### src/rtl/score_display_mux.sv
// score_display_mux: multi-player BCD score display driver.
// Binary scores are latched on score_valid and converted to BCD one player
// at a time by a shift-and-add-3 engine. Scores that do not fit in DIGITS
// decimal digits saturate to all nines. All players' digits are committed
// together, then time-multiplexed onto one active-low 7-segment bus with
// one-hot active-low digit enables, leading-zero blanking and per-player blink.
// Optional build macro SCORE_DISPLAY_DP_EN adds a serve input and a
// decimal-point output lit on the serving player's ones digit.
module score_display_mux #(
    parameter int NUM_PLAYERS = 2,
    parameter int SCORE_W     = 7,
    parameter int DIGITS      = 2,
    parameter int SCAN_DIV    = 2,
    parameter int BLINK_DIV   = 250
) (
    input  logic                            clk,
    input  logic                            reset,
    input  logic                            tick_1ms,
    input  logic [NUM_PLAYERS*SCORE_W-1:0]  score_in,
    input  logic                            score_valid,
    input  logic [NUM_PLAYERS-1:0]          blink_mask,
`ifdef SCORE_DISPLAY_DP_EN
    input  logic [NUM_PLAYERS-1:0]          serve,
    output logic                            dp,
`endif
    output logic [6:0]                      seg,
    output logic [NUM_PLAYERS*DIGITS-1:0]   an,
    output logic                            busy
);

    localparam int NUM_SLOTS = NUM_PLAYERS * DIGITS;
    localparam int BCD_W     = DIGITS * 4;
    localparam int P_W       = (NUM_PLAYERS > 1) ? $clog2(NUM_PLAYERS) : 1;
    localparam int D_W       = (DIGITS > 1) ? $clog2(DIGITS) : 1;
    localparam int K_W       = (NUM_SLOTS > 1) ? $clog2(NUM_SLOTS) : 1;
    localparam int B_W       = (SCORE_W > 1) ? $clog2(SCORE_W) : 1;
    localparam int SC_W      = (SCAN_DIV > 1) ? $clog2(SCAN_DIV) : 1;
    localparam int BL_W      = (BLINK_DIV > 1) ? $clog2(BLINK_DIV) : 1;

    localparam logic [P_W-1:0]   P_LAST   = P_W'(NUM_PLAYERS - 1);
    localparam logic [D_W-1:0]   D_LAST   = D_W'(DIGITS - 1);
    localparam logic [K_W-1:0]   K_LAST   = K_W'(NUM_SLOTS - 1);
    localparam logic [B_W-1:0]   B_LAST   = B_W'(SCORE_W - 1);
    localparam logic [SC_W-1:0]  SC_LAST  = SC_W'(SCAN_DIV - 1);
    localparam logic [BL_W-1:0]  BL_LAST  = BL_W'(BLINK_DIV - 1);
    localparam logic [BCD_W-1:0] SAT_BCD  = {DIGITS{4'd9}};

    // Active-low 7-segment pattern (gfedcba) for one BCD digit.
    function automatic logic [6:0] seg_encode(input logic [3:0] digit);
        logic [6:0] pattern;
        case (digit)
            4'd0:    pattern = 7'b1000000;
            4'd1:    pattern = 7'b1111001;
            4'd2:    pattern = 7'b0100100;
            4'd3:    pattern = 7'b0110000;
            4'd4:    pattern = 7'b0011001;
            4'd5:    pattern = 7'b0010010;
            4'd6:    pattern = 7'b0000010;
            4'd7:    pattern = 7'b1111000;
            4'd8:    pattern = 7'b0000000;
            4'd9:    pattern = 7'b0010000;
            default: pattern = 7'b1111111;
        endcase
        return pattern;
    endfunction

    // Conversion engine state
    logic [NUM_PLAYERS*SCORE_W-1:0] shadow_r;
    logic                           busy_r;
    logic [P_W-1:0]                 conv_p_r;
    logic [B_W-1:0]                 conv_bit_r;
    logic [SCORE_W-1:0]             conv_bin_r;
    logic [BCD_W-1:0]               conv_bcd_r;
    logic                           conv_ovf_r;
    logic [BCD_W-1:0]               work_bcd_r [NUM_PLAYERS];
    logic [BCD_W-1:0]               com_bcd_r  [NUM_PLAYERS];

    logic [BCD_W-1:0]               adj_bcd_s;
    logic [BCD_W-1:0]               step_bcd_s;
    logic [SCORE_W-1:0]             step_bin_s;
    logic                           step_ovf_s;
    logic [BCD_W-1:0]               result_s;
    logic [NUM_PLAYERS*SCORE_W-1:0] shadow_next_s;

    // Scan / blink state
    logic [SC_W-1:0]                scan_cnt_r;
    logic [K_W-1:0]                 scan_k_r;
    logic [P_W-1:0]                 scan_p_r;
    logic [D_W-1:0]                 scan_d_r;
    logic [BL_W-1:0]                blink_cnt_r;
    logic                           blink_phase_r;

    // Display path
    logic [BCD_W-1:0]               cur_bcd_s;
    logic [3:0]                     nibble_s;
    logic                           zero_above_s;
    logic                           blank_s;
    logic [6:0]                     seg_s;
    logic [NUM_SLOTS-1:0]           an_s;
    logic [6:0]                     seg_r;
    logic [NUM_SLOTS-1:0]           an_r;

    // One double-dabble step: add 3 to nibbles >= 5, then shift the next binary bit in.
    // A bit carried out of the top nibble means the score exceeds the display range.
    always_comb begin
        adj_bcd_s = conv_bcd_r;
        for (int i = 0; i < DIGITS; i++) begin
            adj_bcd_s[i*4 +: 4] = (conv_bcd_r[i*4 +: 4] >= 4'd5) ?
                                  (conv_bcd_r[i*4 +: 4] + 4'd3) : conv_bcd_r[i*4 +: 4];
        end
        step_bcd_s    = {adj_bcd_s[BCD_W-2:0], conv_bin_r[SCORE_W-1]};
        step_ovf_s    = conv_ovf_r | adj_bcd_s[BCD_W-1];
        step_bin_s    = conv_bin_r << 1;
        result_s      = step_ovf_s ? SAT_BCD : step_bcd_s;
        shadow_next_s = shadow_r >> SCORE_W;
    end

    // Latch scores, run the per-player conversion and commit all players at once.
    always_ff @(posedge clk) begin
        if (!reset) begin
            shadow_r   <= '0;
            busy_r     <= 1'b0;
            conv_p_r   <= '0;
            conv_bit_r <= '0;
            conv_bin_r <= '0;
            conv_bcd_r <= '0;
            conv_ovf_r <= 1'b0;
            for (int i = 0; i < NUM_PLAYERS; i++) begin
                work_bcd_r[i] <= '0;
                com_bcd_r[i]  <= '0;
            end
        end else if (score_valid) begin
            // a new score always restarts from player 0, discarding partial work
            shadow_r   <= score_in;
            busy_r     <= 1'b1;
            conv_p_r   <= '0;
            conv_bit_r <= '0;
            conv_bin_r <= score_in[SCORE_W-1:0];
            conv_bcd_r <= '0;
            conv_ovf_r <= 1'b0;
            for (int i = 0; i < NUM_PLAYERS; i++) begin
                work_bcd_r[i] <= '0;
            end
        end else if (busy_r) begin
            if (conv_bit_r == B_LAST) begin
                work_bcd_r[conv_p_r] <= result_s;
                conv_bit_r <= '0;
                conv_bcd_r <= '0;
                conv_ovf_r <= 1'b0;
                if (conv_p_r == P_LAST) begin
                    busy_r <= 1'b0;
                    for (int i = 0; i < NUM_PLAYERS; i++) begin
                        com_bcd_r[i] <= (P_W'(i) == conv_p_r) ? result_s : work_bcd_r[i];
                    end
                end else begin
                    conv_p_r   <= conv_p_r + 1'b1;
                    shadow_r   <= shadow_next_s;
                    conv_bin_r <= shadow_next_s[SCORE_W-1:0];
                end
            end else begin
                conv_bit_r <= conv_bit_r + 1'b1;
                conv_bin_r <= step_bin_s;
                conv_bcd_r <= step_bcd_s;
                conv_ovf_r <= step_ovf_s;
            end
        end else begin
            conv_bit_r <= conv_bit_r;
        end
    end

    // Advance the scanned slot every SCAN_DIV ticks; slot, player and digit move together.
    always_ff @(posedge clk) begin
        if (!reset) begin
            scan_cnt_r <= '0;
            scan_k_r   <= '0;
            scan_p_r   <= '0;
            scan_d_r   <= '0;
        end else if (tick_1ms) begin
            if (scan_cnt_r == SC_LAST) begin
                scan_cnt_r <= '0;
                if (scan_k_r == K_LAST) begin
                    scan_k_r <= '0;
                    scan_p_r <= '0;
                    scan_d_r <= '0;
                end else begin
                    scan_k_r <= scan_k_r + 1'b1;
                    if (scan_d_r == D_LAST) begin
                        scan_d_r <= '0;
                        scan_p_r <= scan_p_r + 1'b1;
                    end else begin
                        scan_d_r <= scan_d_r + 1'b1;
                    end
                end
            end else begin
                scan_cnt_r <= scan_cnt_r + 1'b1;
            end
        end else begin
            scan_cnt_r <= scan_cnt_r;
        end
    end

    // Toggle the blink phase every BLINK_DIV ticks.
    always_ff @(posedge clk) begin
        if (!reset) begin
            blink_cnt_r   <= '0;
            blink_phase_r <= 1'b0;
        end else if (tick_1ms) begin
            if (blink_cnt_r == BL_LAST) begin
                blink_cnt_r   <= '0;
                blink_phase_r <= ~blink_phase_r;
            end else begin
                blink_cnt_r <= blink_cnt_r + 1'b1;
            end
        end else begin
            blink_cnt_r <= blink_cnt_r;
        end
    end

    // Select the scanned digit, apply leading-zero and blink blanking, build enables.
    always_comb begin
        cur_bcd_s    = com_bcd_r[scan_p_r];
        nibble_s     = 4'd0;
        zero_above_s = 1'b1;
        for (int i = 0; i < DIGITS; i++) begin
            nibble_s     = (D_W'(i) == scan_d_r) ? cur_bcd_s[i*4 +: 4] : nibble_s;
            zero_above_s = zero_above_s &
                           ~((D_W'(i) >= scan_d_r) & (cur_bcd_s[i*4 +: 4] != 4'd0));
        end
        blank_s = ((scan_d_r != '0) & zero_above_s) |
                  (blink_phase_r & blink_mask[scan_p_r]);
        seg_s   = blank_s ? 7'b1111111 : seg_encode(nibble_s);
        for (int i = 0; i < NUM_SLOTS; i++) begin
            an_s[i] = (K_W'(i) != scan_k_r);
        end
    end

    // Register seg and an together so the bus never shows skew between them.
    always_ff @(posedge clk) begin
        if (!reset) begin
            seg_r <= 7'b1111111;
            an_r  <= '1;
        end else begin
            seg_r <= seg_s;
            an_r  <= an_s;
        end
    end

`ifdef SCORE_DISPLAY_DP_EN
    logic dp_s;
    logic dp_r;

    // Light the decimal point on the serving player's ones digit unless blinked off.
    always_comb begin
        dp_s = ~((scan_d_r == '0) & serve[scan_p_r] &
                 ~(blink_phase_r & blink_mask[scan_p_r]));
    end

    // Register dp alongside seg/an.
    always_ff @(posedge clk) begin
        if (!reset) begin
            dp_r <= 1'b1;
        end else begin
            dp_r <= dp_s;
        end
    end

    assign dp = dp_r;
`endif

    assign seg  = seg_r;
    assign an   = an_r;
    assign busy = busy_r;

endmodule

### config.mk
export PLATFORM = sky130hd
export DESIGN_NAME = score_display_mux
export DESIGN_NICKNAME = d
export VERILOG_FILES = /design/src/rtl/score_display_mux.sv
export SDC_FILE = /design/constraint.sdc
export NUM_CORES = 1
export LEC_CHECK = 0
export BUFFER_PORTS_ARGS = -buffer_cell sky130_fd_sc_hd__buf_4
export CORE_MARGIN = 3
export CORE_UTILIZATION = 35
export DETAILED_ROUTE_END_ITERATION = 10
export PLACE_DENSITY_LB_ADDON = 0.1
export SLEW_MARGIN = 15
export SYNTH_ARGS = -nofsm -noshare
export SYNTH_HDL_FRONTEND = slang
export SYNTH_SLANG_ARGS = --single-unit
### constraint.sdc
create_clock -name clk -period 4.3 [get_ports clk]
set_clock_uncertainty 0.15 [all_clocks]
set_input_delay 0.86 -clock clk [delete_from_list [all_inputs] [get_ports clk]]
set_output_delay 0.86 -clock clk [all_outputs]
set_load 0.03 [all_outputs]
# ---- After elaboration in Yosys (flattened, before gate mapping)
# Memories as Yosys holds them, arrays and structs flattened. A register that Yosys moved wholly into a read port is not among the register bits.
# Index checks and enable logic that the tools add are counted.
dict set report totals {
  in_bits 20
  latchBits 0
  ram_bits 32
  n_memories 3
  elab_cells 124
  out_inout_bits 12
  ff_bits 53
  romBits 112
}
# memory depth word_bits read_ports rd_clocked_by_memory_dff wr line
set memory_table {}
lappend memory_table {{(no name shown)} 16 7 1 1 0 51} ;# case (digit)
lappend memory_table {com_bcd_r 2 8 1 1 2 76} ;# logic [BCD_W-1:0] com_bcd_r [NUM_PLAYERS];
lappend memory_table {work_bcd_r 2 8 2 0 2 75} ;# logic [BCD_W-1:0] work_bcd_r [NUM_PLAYERS];
dict set report op_classes {
  n_lt_le_gt_ge 5
  addsub 9
  div 0
  n_bitwise 15
  muxes 55
  reduce_logical 15
  n_eq_ne 8
  multipliers 0
  n_shift 0
}
# op count
set op_table {}
lappend op_table {{$mux W8} 10}
lappend op_table {{$mux W14} 4}
lappend op_table {{$mux W1} 32}
lappend op_table {{$mux W7} 4}
lappend op_table {{$mux W4} 3}
lappend op_table {{$add A4 B2 Y4 const B} 2}
lappend op_table {{$add A8 B1 Y8 const B} 1}
lappend op_table {{$eq A8 B8 Y1 const B} 1}
lappend op_table {{$ge A4 B3 Y1 const B} 2}
lappend op_table {{$reduce_and A2 Y1} 4}
lappend op_table {{$reduce_bool A2 Y1} 4}
lappend op_table {{$reduce_bool A4 Y1} 2}
lappend op_table {{$reduce_or A8 Y1} 1}
lappend op_table {{$or A1 B1 Y1} 6}
lappend op_table {{$reduce_and A3 Y1} 2}
lappend op_table {{$and A1 B1 Y1} 5}
lappend op_table {{$add A1 B1 Y1 const B} 4}
lappend op_table {{$ne A2 B2 Y1 const A} 2}
lappend op_table {{$not A1 Y1} 4}
lappend op_table {{$reduce_or A2 Y1} 2}
lappend op_table {{$add A3 B1 Y3 const B} 1}
lappend op_table {{$eq A3 B3 Y1 const B} 1}
lappend op_table {{$mux W3} 1}
lappend op_table {{$ne A3 B3 Y1 const B} 1}
lappend op_table {{other kinds (7)} 8}

# ---- Longest topological paths before layout
# Gate-level depths: netlist (run 1).
dict set report logic_depth {
  word_depth 8
  ltp_mapped 9
  mapped_depth_nobuf 8
}

# ---- Worst setup path after synthesis (run 1)
# No wires, ideal clock.
dict set report synth_path {
  path_type {in2reg}
  from {in score_valid}
  to {mem com_bcd_r[0][0] (netlist bit) (enable)}
  setup_time_ns 0.411
  path_slack_ns 1.503
  path_buffers 1
  arrival_ns 2.235
  path_stages 2
  t_required_ns 3.739
  cell_sequence {clkbuf_1 > o21ai_0}
}
# item line
set synth_lines {}
lappend synth_lines {{start, declared} 20} ;# input logic score_valid,
lappend synth_lines {{end, declared} 76}

==> results of run 1 <==
## logic make-up after synthesis
group,count (synthesis),synth area share (%)
AO/OA/AOI/OAI,80,15.3
XOR/XNOR,7,1.75
adder cells (fa/ha/maj),15,5.34
buffers and inverters,28,3.67
flip-flops,78,51.3
multiplexers,18,5.91
AND/OR/NAND/NOR,120,16.7
## worst max-delay path: cells and delay by family
kind	cells	cell delay [ps]
simple gates	2	1090
buf+inv	2	490
## synth_stat cells (2+ instances only)
library cell	instances	area [sq um]
sky130_fd_sc_hd__a211oi_1	2	15.0
sky130_fd_sc_hd__a21boi_0	4	30.0
sky130_fd_sc_hd__a21oi_1	21	105
sky130_fd_sc_hd__a22o_1	13	114
sky130_fd_sc_hd__a2bb2oi_1	4	35.0
sky130_fd_sc_hd__a32oi_1	2	17.5
sky130_fd_sc_hd__and2_1	11	68.8
sky130_fd_sc_hd__buf_2	4	20.0
sky130_fd_sc_hd__buf_6	2	22.5
sky130_fd_sc_hd__clkbuf_1	4	15.0
sky130_fd_sc_hd__clkinv_1	2	7.51
sky130_fd_sc_hd__dfxtp_1	54	1080
sky130_fd_sc_hd__edfxtp_1	24	721
sky130_fd_sc_hd__ha_1	15	188
sky130_fd_sc_hd__inv_1	13	48.8
sky130_fd_sc_hd__mux2_2	2	22.5
sky130_fd_sc_hd__mux2i_1	14	140
sky130_fd_sc_hd__mux4_2	2	45.0
sky130_fd_sc_hd__nand2_1	31	116
sky130_fd_sc_hd__nand2b_1	4	25.0
sky130_fd_sc_hd__nand3_1	5	25.0
sky130_fd_sc_hd__nand4_1	3	18.8
sky130_fd_sc_hd__nand4b_1	2	17.5
sky130_fd_sc_hd__nor2_1	38	143
sky130_fd_sc_hd__nor2b_1	4	25.0
sky130_fd_sc_hd__nor3_1	9	45.0
sky130_fd_sc_hd__nor3b_1	3	22.5
sky130_fd_sc_hd__o21ai_0	18	90.1
sky130_fd_sc_hd__o21ai_1	5	25.0
sky130_fd_sc_hd__o31ai_1	2	15.0
sky130_fd_sc_hd__or3_1	4	25.0
sky130_fd_sc_hd__xnor2_1	3	26.3
sky130_fd_sc_hd__xor2_1	4	35.0
## through the flow
| stage | total power [W] | utilization (%) | instance area [sq um] | hold WS, ps | setup slack [ps] |
|---|---|---|---|---|---|
| 2_1_floorplan | 0.000907 | - | 3510 | 284 | 1500 |
| 6_report | 0.00143 | 42.3 | 4020 | 336 | 1740 |
| 5_1_grt | 0.00150 | 42.3 | 4020 | 356 | 1570 |
| 3_3_place_gp | 0.000952 | 40.5 | 3840 | 314 | 1380 |
| 4_1_cts | 0.00146 | 42.3 | 4020 | 338 | 1730 |
| 3_5_place_dp | 0.000953 | 40.5 | 3840 | 317 | 1360 |
## area by class of cell
| cell class | count | area [sq um] | area share [%] |
|---|---|---|---|
| clock buffer | 11 | 141 | 3.52 |
| sequential | 78 | 1800 | 44.8 |
| timing repair buffer | 32 | 240 | 5.98 |
| tap | 129 | 161 | 4.02 |
| clock inverter | 5 | 32.5 | 0.809 |
| inverter | 16 | 60.1 | 1.49 |
| multi-input combinational | 240 | 1580 | 39.4 |
## power breakdown
part,switching [W],internal [W],total (W)
combinational,0.0000738,0.0000553,0.000129
sequential,0.0000187,0.000786,0.000805
clock,0.000267,0.000226,0.000493
total,0.000359,0.00107,0.00143
## routing by layer
layer	vias to the layer above	GRT usage, %	share of wire, %
met5	-	0	0
met4	0	4.44	1.0
met3	5	3.58	3.1
met2	31	19.3	46
met1	1118	15.8	50
li1	1289	-	-
## state kept, by name, indices dropped and copies added, names as in the netlist, 2 cells and up, named ones only
name,cells
com_bcd_r,16
blink_cnt_r,8
conv_bcd_r,8
work_bcd_r,8
conv_bin_r,7
seg,7
shadow_r,7
an,4
conv_bit_r,3
scan_k_r,2
## worst max path at each step
stage / start / end / slack, ps / cells after the start
6_report: score_valid / work_bcd_r[0][3]$_SDFFCE_PN0P_ / 1740 / 4
5_1_grt: score_valid / work_bcd_r[0][1]$_SDFFCE_PN0P_ / 1570 / 4
4_1_cts: score_valid / work_bcd_r[0][1]$_SDFFCE_PN0P_ / 1730 / 4
3_5_place_dp: score_valid / work_bcd_r[0][1]$_SDFFCE_PN0P_ / 1360 / 4
3_3_place_gp: score_valid / work_bcd_r[0][1]$_SDFFCE_PN0P_ / 1380 / 4
2_1_floorplan: score_valid / com_bcd_r[0][0]$_SDFFCE_PN0P_ / 1500 / 2
==> run_results.csv, run 1 <==
group,metric,value,unit
routing,dr.first_iter.drc_count,68,
setup_path,crit_path_end_kind,"flip-flop",
sta,number_of_setup_violations_in_the_final_report,0,
clock_network,clkLatencyLatePin,340,ps
setup_path,worst_r2r_path_depth,7,
yosys,synth-edff-count,24,
clock_network,cts.hold.buffers_added,0,
die,start_util,37.0,%
clock_network,htreeDepth,3,
cells_and_area,commonest_non_fill_non_tap_cell_in_the_layout,"sky130_fd_sc_hd__dfxtp_1",
cells_and_area,area_delta_synth_final,14.4,%
setup_path,setup_crit_path_kind,"in2reg",
cells_and_area,layoutNonFillerInstCount,511,
cells_and_area,mostFrequentLayoutCells,"54 x sky130_fd_sc_hd__dfxtp_1, 38 x sky130_fd_sc_hd__nor2_1, 32 x sky130_fd_sc_hd__buf_4, 31 x sky130_fd_sc_hd__nand2_1, 24 x sky130_fd_sc_hd__edfxtp_1",
yosys,synth_top_flop_cell,"sky130_fd_sc_hd__dfxtp_1",
yosys,synth.cell_area,0.00351,sq mm
worst_hold_path,min_delay_worst_endpoint,"shadow_r[9]$_SDFFE_PN0P_",
grt,grt_first_pass_wirelength,11100,um
clock_network,postCtsSetupBuffers,0,
clock_network,clock_sink_count,78,
routing,wl_per_cell,12.9,um
grt,grt_pass1_vias,2305,
yosys,register_bit_total_from_synthesis,78,
clock_network,clock_pin_transition_on_the_worst_setup_and_hold_timing_paths,80,ps
routing,vias,2443,
sta,worst_slew_pin_slew,669,ps
yosys,synth.net_count,381,
yosys,netlist-cell-type-count,51,
die,placement_rows,35,
grt,grt_max_degree,19,
placement,finalWeightedCongestion,0.781,
routing,drt_drc_violations_left,0,
setup_path,worst_path_largest_cell_delay,630,ps
grt,grt-ovfl-total,0,
die,io_pins,32,
cells_and_area,final_layout_size_suffix_gt1_share,14.9,%
setup_path,critical_path.cell_chain,"buf_4 > nand2b_1 > nor2_1 > inv_1",
run_status,result_of_the_run,"completed",
die,die_width,106,um
cells_and_area,layout.filler_cells,965,
sta,period_minus_slack,2560,ps
clock_network,cts_buffer_depth,2,
worst_hold_path,worstHoldPathCells,1,
sta,finalMaxSlewViolations,0,
placement,number_of_placed_instances_with_taps_included,495,
sta,timing.fmax,390,MHz
setup_path,crit_path_max_fanout,17,
power,ir_drop,145,uV
setup_path,timing.critical_path.arrival,2440,ps
worst_hold_path,hold_class,"reg2reg",
setup_path,cp-start-kind,"primary input",
yosys,synth_sequential_area_ratio,51.3,%
routing,detail_route.first_pass.iterations,4,
die,floorplan.core_area,0.00950,sq mm
routing,ant_nets,0,
clock_network,clock-root-buffer,"sky130_fd_sc_hd__clkbuf_8",
setup_path,register_to_register_setup_slack,2050,ps
power,power_density,355,mW/mm^2
job,maxCapViolCount,0,
worst_hold_path,hp-start,"shadow_r[9]$_SDFFE_PN0P_",
die,floorplan.die.height,106,um
clock_network,post_cts_resize_count,0,
yosys,synth_cells,346,
setup_path,critical_path_required,4180,ps
grt,grt_use_total,12.2,%
setup_path,slowest_stage,"sky130_fd_sc_hd__nor2_1",
placement,hpwlAfterDp,4710,um
placement,io_buffers,31,
yosys,synth_area_per_cell,10.2,sq um
clock_network,cts_made_buffers,9,
cells_and_area,final_nets,412,
yosys,yosys_warnings,0,
yosys,synth_async_sr_flop_share,0,%
sta,timing.setup.tns,0,ps
sta,max-slew-margin-rel,55.4,%
cells_and_area,antenna_cells_inserted,0,
setup_path,rr_endpoint,"seg[3]$_SDFF_PP1_",
routing,drt-vias-per-instance,4.78,
power,static-leakage-power,1.48,nW
sta,final.period_utilization,59.6,%
routing,postRouteWirelength,6580,um
sta,hold_viol,0,
die,fp.dieArea,0.0113,sq mm
clock_network,tritoncts,"yes",
sta,rsz_0062_raised_after_global_routing,"no",
grt,antenna_found_initial,0,
Power figures use the tool's default switching activity.
==> run 2: changes to the inputs <==
==> constraint.sdc (replaced) <==
create_clock -name clk -period 2.3 [get_ports clk]
set_clock_uncertainty 0.15 [all_clocks]
set_input_delay 0.46 -clock clk [delete_from_list [all_inputs] [get_ports clk]]
set_output_delay 0.46 -clock clk [all_outputs]
set_load 0.03 [all_outputs]
==> run 2 against run 1 <==
  * Total power is 83% higher
  * Via count grew 3.0%
  * Sequential share of layout area fell by 0.40 points
  * Sequential power grew 86%
  * Non-clock buffer count up 7
==> run_results.csv, run 2 (same netlist as run 1, synthesis figures left out) <==
group,metric,value,unit
run_status,result_of_the_run,"completed",
grt,grt_pass1_vias,2415,
cells_and_area,final_layout_size_suffix_gt1_share,16.2,%
grt,grt-ovfl-total,0,
routing,wl_met3,210,um
cells_and_area,largest-register,"com_bcd_r",
power,power_frac_comb,9.6,%
power,ir_drop,233,uV
sta,max-slew-margin-rel,59.9,%
routing,drt_drc_violations_left,0,
sta,rsz_0062_raised_after_global_routing,"no",
die,floorplan.die.height,106,um
placement,hpwlAfterDp,4780,um
cells_and_area,multiInputGateArea,0.00158,sq mm
clock_network,post_cts_resize_count,0,
sta,final.period_utilization,93.1,%
placement,finalWeightedCongestion,0.747,
cells_and_area,core_utilization_of_the_finished_layout,42.7,%
sta,worst_slew_pin_slew,600,ps
sta,timing.setup.tns,0,ps
placement,number_of_placed_instances_with_taps_included,502,
routing,postRouteWirelength,6530,um
clock_network,postCtsSetupBuffers,0,
worst_hold_path,hold_class,"in2reg",
sta,timing.fmax,467,MHz
clock_network,cts_buffer_depth,2,
cells_and_area,area_delta_synth_final,15.5,%
routing,route.met2.wl,3110,um
cells_and_area,layout.filler_cells,946,
power,share_clk_of_total_power,32.9,%
setup_path,critical_path_required,2230,ps
setup_path,crit_path_max_fanout,6,
cells_and_area,antenna_cells_inserted,0,
setup_path,crit_path_end_kind,"flip-flop",
setup_path,timing.critical_path.arrival,2070,ps
routing,wirelength_met1,3090,um
routing,dr.first_iter.drc_count,46,
clock_network,cts_made_buffers,9,
grt,antenna_found_initial,0,
clock_network,clkLatencyLatePin,340,ps
power,net-switching-power,0.000650,W
die,floorplan.core_area,0.00950,sq mm
die,start_util,37.0,%
placement,io_buffers,31,
grt,grt_use_total,12.3,%
sta,period_minus_slack,2140,ps
cells_and_area,final_nets,419,
grt,grt_first_pass_wirelength,11100,um
setup_path,cp-start-kind,"flip-flop",
cells_and_area,commonest_non_fill_non_tap_cell_in_the_layout,"sky130_fd_sc_hd__dfxtp_1",
sta,number_of_setup_violations_in_the_final_report,0,
routing,top_layer,"met4",
die,placement_rows,35,
clock_network,clock_pin_transition_on_the_worst_setup_and_hold_timing_paths,80,ps
die,die_width,106,um
cells_and_area,mostFrequentLayoutCells,"54 x sky130_fd_sc_hd__dfxtp_1, 39 x sky130_fd_sc_hd__buf_4, 38 x sky130_fd_sc_hd__nor2_1, 31 x sky130_fd_sc_hd__nand2_1, 24 x sky130_fd_sc_hd__edfxtp_1",
power,seq_power_share,57.4,%
placement,postPlaceCellArea,0.00390,sq mm
cells_and_area,layoutNonFillerInstCount,518,
routing,vias,2517,
power,switching_share,24.9,%
clock_network,htreeDepth,3,
cells_and_area,regArea,0.00180,sq mm
routing,wl_per_cell,12.6,um
sta,finalMaxSlewViolations,0,
power,power_report.internal_total,0.00197,W
cells_and_area,finalInstanceArea,0.00406,sq mm
cells_and_area,largest_reg_flops,16,
job,maxCapViolCount,0,
die,io_pins,32,
routing,ant_nets,0,
clock_network,cts.hold.buffers_added,0,
clock_network,clock_sink_count,78,
clock_network,tritoncts,"yes",
power,static-leakage-power,1.51,nW
routing,detail_route.first_pass.iterations,4,
sta,hold_viol,0,
die,fp.dieArea,0.0113,sq mm
routing,drt-vias-per-instance,4.86,
power,power_density,645,mW/mm^2
clock_network,clock-root-buffer,"sky130_fd_sc_hd__clkbuf_8",
grt,grt_max_degree,18,
setup_path,setup_crit_path_kind,"reg2reg",
[run 2: cell types whose count changed in the layout (fill, tap and decap cells not counted), sizes merged]
cell	previous run	this run
buf	32	39
inv	16	15
clkinv	4	6
clkinvlp	1	0
[run 2: layer usage]
layer	global-route usage [%]	vias to the layer above
met5	0	-
met4	4.26	0
met3	4.19	10
met2	20.1	34
met1	15.2	1168
li1	-	1305
[run 2: cell type report]
type	instances	area share, %
clock buffers	11	3.24
clock inverters	5	0.648
inverters	16	1.48
multi-input cells	240	39.0
flip-flops and latches	78	44.4
well taps	129	3.98
repair buffers	39	7.22
[run 2: worst max-delay path: stages (launching register included)]
cell,delay [ps]
sky130_fd_sc_hd__dfxtp_1,350
sky130_fd_sc_hd__inv_1,100
sky130_fd_sc_hd__ha_1,260
sky130_fd_sc_hd__nand2b_1,90
sky130_fd_sc_hd__nor3b_2,170
sky130_fd_sc_hd__a211o_1,390
sky130_fd_sc_hd__a211oi_2,280
sky130_fd_sc_hd__nor2_1,70
[run 2: per-stage QoR]
| step | setup WS [ps] | total power, W | hold WS, ps |
|---|---|---|---|
| floorplan | 65.8 | 0.00169 | 284 |
| global placement | 158 | 0.00179 | 301 |
| detailed placement | 105 | 0.00179 | 308 |
| CTS | 163 | 0.00267 | 149 |
| global route | 62.6 | 0.00276 | 149 |
| finish | 158 | 0.00262 | 174 |
[run 2: final timing paths]
path                                                 start                       endpoint  slack, ps  cells after the start
worst max-delay path            conv_bcd_r[4]$_SDFFE_PP0P_  com_bcd_r[1][7]$_SDFFCE_PN0P_        160                      7
worst max register to register  conv_bcd_r[4]$_SDFFE_PP0P_  com_bcd_r[1][7]$_SDFFCE_PN0P_        160                      7
worst min register to register    shadow_r[7]$_SDFFE_PN0P_     conv_bin_r[0]$_SDFFE_PN0P_        330                      2
worst min-delay path                          score_in[12]      shadow_r[12]$_SDFFE_PN0P_        170                      2
[run 2: power groups by stage]
stage / Clock, W / Sequential (W) / Combinational (W)
2_1_floorplan: 0 / 0.00155 / 0.000140
3_3_place_gp: 0 / 0.00153 / 0.000254
3_5_place_dp: 0 / 0.00154 / 0.000256
4_1_cts: 0.000906 / 0.00150 / 0.000256
5_1_grt: 0.000966 / 0.00151 / 0.000283
6_report: 0.000861 / 0.00150 / 0.000252
